<file path="config.mk">
export PLATFORM = sky130hd
export DESIGN_NAME = input_conditioner
export DESIGN_NICKNAME = d
export VERILOG_FILES = /design/src/rtl/input_conditioner_pkg.sv /design/src/rtl/debounce_fsm.sv /design/src/rtl/input_conditioner.sv
export SDC_FILE = /design/constraint.sdc
export NUM_CORES = 1
export LEC_CHECK = 0
export BUFFER_PORTS_ARGS = -buffer_cell sky130_fd_sc_hd__buf_4
export CORE_ASPECT_RATIO = 1.2
export CORE_MARGIN = 5
export CORE_UTILIZATION = 34
export DETAILED_ROUTE_END_ITERATION = 7
export GPL_TIMING_DRIVEN = 1
export PLACE_DENSITY = 0.54
export REMOVE_ABC_BUFFERS = 1
export SKIP_CTS_REPAIR_TIMING = 1
export SLEW_MARGIN = 20
export SYNTH_ARGS = -nofsm -noshare
export SYNTH_HDL_FRONTEND = slang
export SYNTH_SLANG_ARGS = --single-unit
</file>
<file path="constraint.sdc">
create_clock -name clk -period 3.6 [get_ports clk]
set_input_delay 0.18 -clock clk [delete_from_list [all_inputs] [get_ports clk]]
set_output_delay 0.18 -clock clk [all_outputs]
set_load 0.005 [all_outputs]
</file>
<file path="src/rtl/input_conditioner_pkg.sv">
// Shared encodings and default parameters for the switch/button input conditioner.
// State bit 1 doubles as the debounced level so no output decode is needed.
package input_conditioner_pkg;

   typedef enum logic [1:0] {
      IDLE       = 2'b00,
      CHECK_HIGH = 2'b01,
      HIGH       = 2'b11,
      CHECK_LOW  = 2'b10
   } db_state_t;

   localparam int DEBOUNCE_MAX_DEFAULT = 1_000_000;
   localparam int CNT_WIDTH_DEFAULT    = 20;
   localparam int DEBOUNCE_MAX_SIM     = 4;

endpackage

</file>
<file path="src/rtl/debounce_fsm.sv">
// Two-flop synchroniser followed by a counter-qualified debounce state machine.
// A change is accepted only after DEBOUNCE_MAX further stable cycles.
module debounce_fsm
   import input_conditioner_pkg::*;
#(
   parameter int DEBOUNCE_MAX = DEBOUNCE_MAX_DEFAULT,
   parameter int CNT_WIDTH    = CNT_WIDTH_DEFAULT
) (
   input  logic clk,
   input  logic reset,
   input  logic din,
   output logic level,
   output logic rise,
   output logic checking
);

   localparam logic [CNT_WIDTH-1:0] CNT_LAST = CNT_WIDTH'(DEBOUNCE_MAX - 1);

   logic [1:0]           sync_reg;
   db_state_t            state_reg;
   logic [CNT_WIDTH-1:0] cnt_reg;
   logic                 rise_reg;

   always_ff @(posedge clk or negedge reset) begin
      if (!reset) begin
         sync_reg  <= 2'b00;
         state_reg <= IDLE;
         cnt_reg   <= '0;
         rise_reg  <= 1'b0;
      end else begin
         sync_reg <= {sync_reg[0], din};
         rise_reg <= 1'b0;
         case (state_reg)
            IDLE: begin
               if (sync_reg[1]) begin
                  state_reg <= CHECK_HIGH;
                  cnt_reg   <= '0;
               end
            end
            CHECK_HIGH: begin
               if (!sync_reg[1]) begin
                  state_reg <= IDLE;
               end else if (cnt_reg == CNT_LAST) begin
                  state_reg <= HIGH;
                  rise_reg  <= 1'b1;
               end else begin
                  cnt_reg <= cnt_reg + 1'b1;
               end
            end
            HIGH: begin
               if (!sync_reg[1]) begin
                  state_reg <= CHECK_LOW;
                  cnt_reg   <= '0;
               end
            end
            CHECK_LOW: begin
               // A return to 1 mid-qualification is a bounce: back to HIGH, no new pulse.
               if (sync_reg[1]) begin
                  state_reg <= HIGH;
               end else if (cnt_reg == CNT_LAST) begin
                  state_reg <= IDLE;
               end else begin
                  cnt_reg <= cnt_reg + 1'b1;
               end
            end
            default: state_reg <= IDLE;
         endcase
      end
   end

   assign level    = state_reg[1];
   assign checking = state_reg[1] ^ state_reg[0];
   assign rise     = rise_reg;

endmodule

</file>
<file path="src/rtl/input_conditioner.sv">
// Front end for the sequence detector: debounced switch level, step strobe,
// qualification-busy flag and a wrapping count of accepted presses.
module input_conditioner
   import input_conditioner_pkg::*;
#(
   parameter int DEBOUNCE_MAX = DEBOUNCE_MAX_DEFAULT,
   parameter int CNT_WIDTH    = CNT_WIDTH_DEFAULT
) (
   input  logic       clk,
   input  logic       reset,
   input  logic       btn_step,
   input  logic       sw_w,
   output logic       w,
   output logic       step,
   output logic       busy,
   output logic [7:0] press_count
);

   logic       step_rise;
   logic [7:0] press_count_reg;

   debounce_fsm #(
      .DEBOUNCE_MAX (DEBOUNCE_MAX),
      .CNT_WIDTH    (CNT_WIDTH)
   ) u_sw (
      .clk      (clk),
      .reset    (reset),
      .din      (sw_w),
      .level    (w),
      .rise     (),
      .checking ()
   );

   debounce_fsm #(
      .DEBOUNCE_MAX (DEBOUNCE_MAX),
      .CNT_WIDTH    (CNT_WIDTH)
   ) u_btn (
      .clk      (clk),
      .reset    (reset),
      .din      (btn_step),
      .level    (),
      .rise     (step_rise),
      .checking (busy)
   );

   always_ff @(posedge clk or negedge reset) begin
      if (!reset) begin
         press_count_reg <= 8'd0;
      end else if (step_rise) begin
         press_count_reg <= press_count_reg + 8'd1;
      end
   end

   assign step        = step_rise;
   assign press_count = press_count_reg;

endmodule

</file>
==> impl_metrics.yaml <==
layout:
  fin_cells: 500
  final_nets: 389
  final_cell_mix: "dfrtp_1, nand2_1, nor2_1"
  antenna_cells: 0
  area_delta_synth_final_pct: 15.3
  drive_gt1_share_pct: 10.6
  layout_commonest_cell: "dfrtp_1"
  n_fill_cell: 948
critical_path:
  startpoint: "u_btn.state_reg[1]$_DFFE_PN0P_"
  crit_end: "u_btn.cnt_reg[4]$_DFFE_PN0P_"
  cp_top_family: "adder cells"
  critPathMostFrequentCell: "inv_1"
  cp-start-kind: "register"
  reg2reg_depth: 5
  worstPathMaxFanout: 17
  rr_endpoint: "u_btn.cnt_reg[4]$_DFFE_PN0P_"
  cp_slowest_cell: "ha_1"
  reg2reg_slack_ns: 1.37
  crit_arrival_ns: 2.47
  crit_cells: 5
  slowest_delay_ns: 0.63
  crit_path_end_kind: "register"
  critPathBufInv: 2
  crit_required_ns: 3.84
  path_class: "register to register"
  cp_cell_sequence: "inv_1 > ha_1 > inv_1 > or3_1 > o211ai_1"
  rr_startpoint: "u_btn.state_reg[1]$_DFFE_PN0P_"
drt:
  final_antenna_net_count: 0
  drtIter0Drc: 210
  routed_wl_um: 6900
  dr.pass1.iters: 4
  viasPerCell: 5.27
  route.detailed.drc: 0
  routedWlPerCell_um: 13.8
  via_count: 2636
clock_tree:
  clockBufferDepth: 2
  cts_sinks: 57
  cts_tree: "built"
  clkTransAtPathRegs_ns: 0.05
  cts-htree-levels: 3
  clock-root-buffer: "clkbuf_16"
  clkLatencyLatePin_ns: 0.32
  cts-buffers-inserted: 9
placed_design:
  numPortBuffers: 14
  place_hpwl_um: 4570
  dp_cells: 483
  gp_congestion: 0.752
die:
  fp.dieArea_mm2: 0.0118
  die_w_um: 100
  start_util_pct: 34.7
  core_mm2: 0.00952
  row_count: 39
  die_h_um: 118
  ios: 15
run_status:
  violations: "negative hold slack"
  outcome: "finished with violations"
logic_synthesis:
  syn_inst: 357
  ys.warnings.count: 0
  syn_area_mm2: 0.00330
  ys_seq_area_share_pct: 43.2
  synthFlopType: "dfrtp_1"
  synth-seq-cells: 57
  async_flop_share_pct: 100
  synth_area_per_cell_um2: 9.25
  synth_edf_count: 0
  synth.distinct_cells: 55
timing:
  slew_headroom_pct: 45.7
  skew_ns: 0.00602
  hold_viol: 57
  drv_slew: 0
  fmax_mhz: 449
  whs_ns: -0.0685
  setup_violations: 0
  setup_tns_ns: 0
  rsz0062_at_grt: "false"
  finalCritPeriodShare_pct: 61.9
  min_period_ns: 2.23
  worst_pin_slew_ns: 0.813
pwr:
  power.density_mw_per_mm2: 606
  power_leakage_nw: 1.68
  power_mw: 2.31
  ir_drop_mv: 0.311
grt:
  grt_pass1_vias: 2561
  gr-usage-all-layers_pct: 12.4
  grt_max_degree: 58
  overflow: 0
  antenna_found_initial: 0
  grt_pass1_wl_um: 12100
hold_path:
  hold_path.class: "primary input to asynchronous set/reset pin"
run:
  max_cap_violations: 0
power by group:
group | switching [mW] | leakage (nW) | internal (mW)
clock network | 0.272 | 0.124 | 0.481
registers | 0.0865 | 0.771 | 0.708
logic | 0.506 | 0.785 | 0.254
metrics by stage:
| step | instance area [um2] | setup slack, ns | utilization [%] |
|---|---|---|---|
| 6_report | 3810 | 1.37 | 40.0 |
| 5_1_grt | 3810 | 1.16 | 40.0 |
| 4_1_cts | 3780 | 1.26 | 39.8 |
| 3_5_place_dp | 3530 | 1.26 | 37.1 |
| 3_3_place_gp | 3530 | 1.36 | 37.1 |
| 2_1_floorplan | 3260 | 1.19 | - |
area by class of cell:
class                   count  area, um2  share of cell area [%]
repair buffers             17        133                    3.48
well taps                 123        154                    4.04
inverters                   6       22.5                   0.592
multi-input cells         282       1810                    47.6
clock buffers              15        258                    6.77
flip-flops and latches     57       1430                    37.5
synthesized netlist by cell type (2+ instances only):
master	count	area share [%]
dfrtp_1	57	43
nand2_1	47	5.3
nor2_1	32	3.6
o21ai_0	30	4.5
nand3_1	20	3.0
mux2i_1	18	5.5
a21oi_1	14	2.1
ha_1	12	4.5
nand4_1	12	2.3
nor3_1	11	1.7
clkbuf_1	10	1.1
and3_1	9	1.7
inv_1	6	0.68
o211ai_1	5	1.1
a22o_1	4	1.1
nand2b_1	4	0.76
xnor2_1	4	1.1
xor2_1	4	1.1
a221o_1	3	0.91
a31oi_1	3	0.57
nor4_1	3	0.57
nor4b_1	3	0.80
o32ai_1	3	0.80
or3_1	3	0.57
a21o_1	2	0.45
a22oi_1	2	0.45
a41oi_1	2	0.53
and4_1	2	0.53
buf_1	2	0.23
mux2_2	2	0.68
o211a_1	2	0.61
or2b_1	2	0.45
or4_4	2	0.68
kinds of logic (layout without fill, tap and decap cells):
family	count (synthesis)	count (layout)	share of synthesized area, %
AOI/OAI and AO/OA	79	79	15.4
buffers and inverters	18	38	2.05
muxes	20	20	6.14
adders and majority gates	12	12	4.55
xor gates and xnor gates	8	8	2.12
DFF	57	57	43.2
and+or+nand+nor	163	163	26.5
worst min path at each step:
stage	startpoint	endpoint	slack, ns
CTS	btn_step	u_btn.sync_reg[0]$_DFF_PN0_	-0.04
finish	reset	u_sw.cnt_reg[19]$_DFFE_PN0P_	-0.07
global placement	btn_step	u_btn.sync_reg[0]$_DFF_PN0_	0.29
global route	reset	u_sw.cnt_reg[7]$_DFFE_PN0P_	0.01
floorplan	reset	press_count[0]$_DFFE_PN0P_	-0.12
detailed placement	btn_step	u_btn.sync_reg[0]$_DFF_PN0_	0.29
layer usage:
metal	wire length (um)	share of wire [%]	GRT usage [%]	up-vias
li1	-	-	-	1342
met1	3450	50	17.0	1249
met2	3100	45	18.9	34
met3	230	3.3	3.08	11
met4	124	1.8	4.44	0
met5	0	0	0	-
No activity file was read; power rests on OpenSTA's default activity.
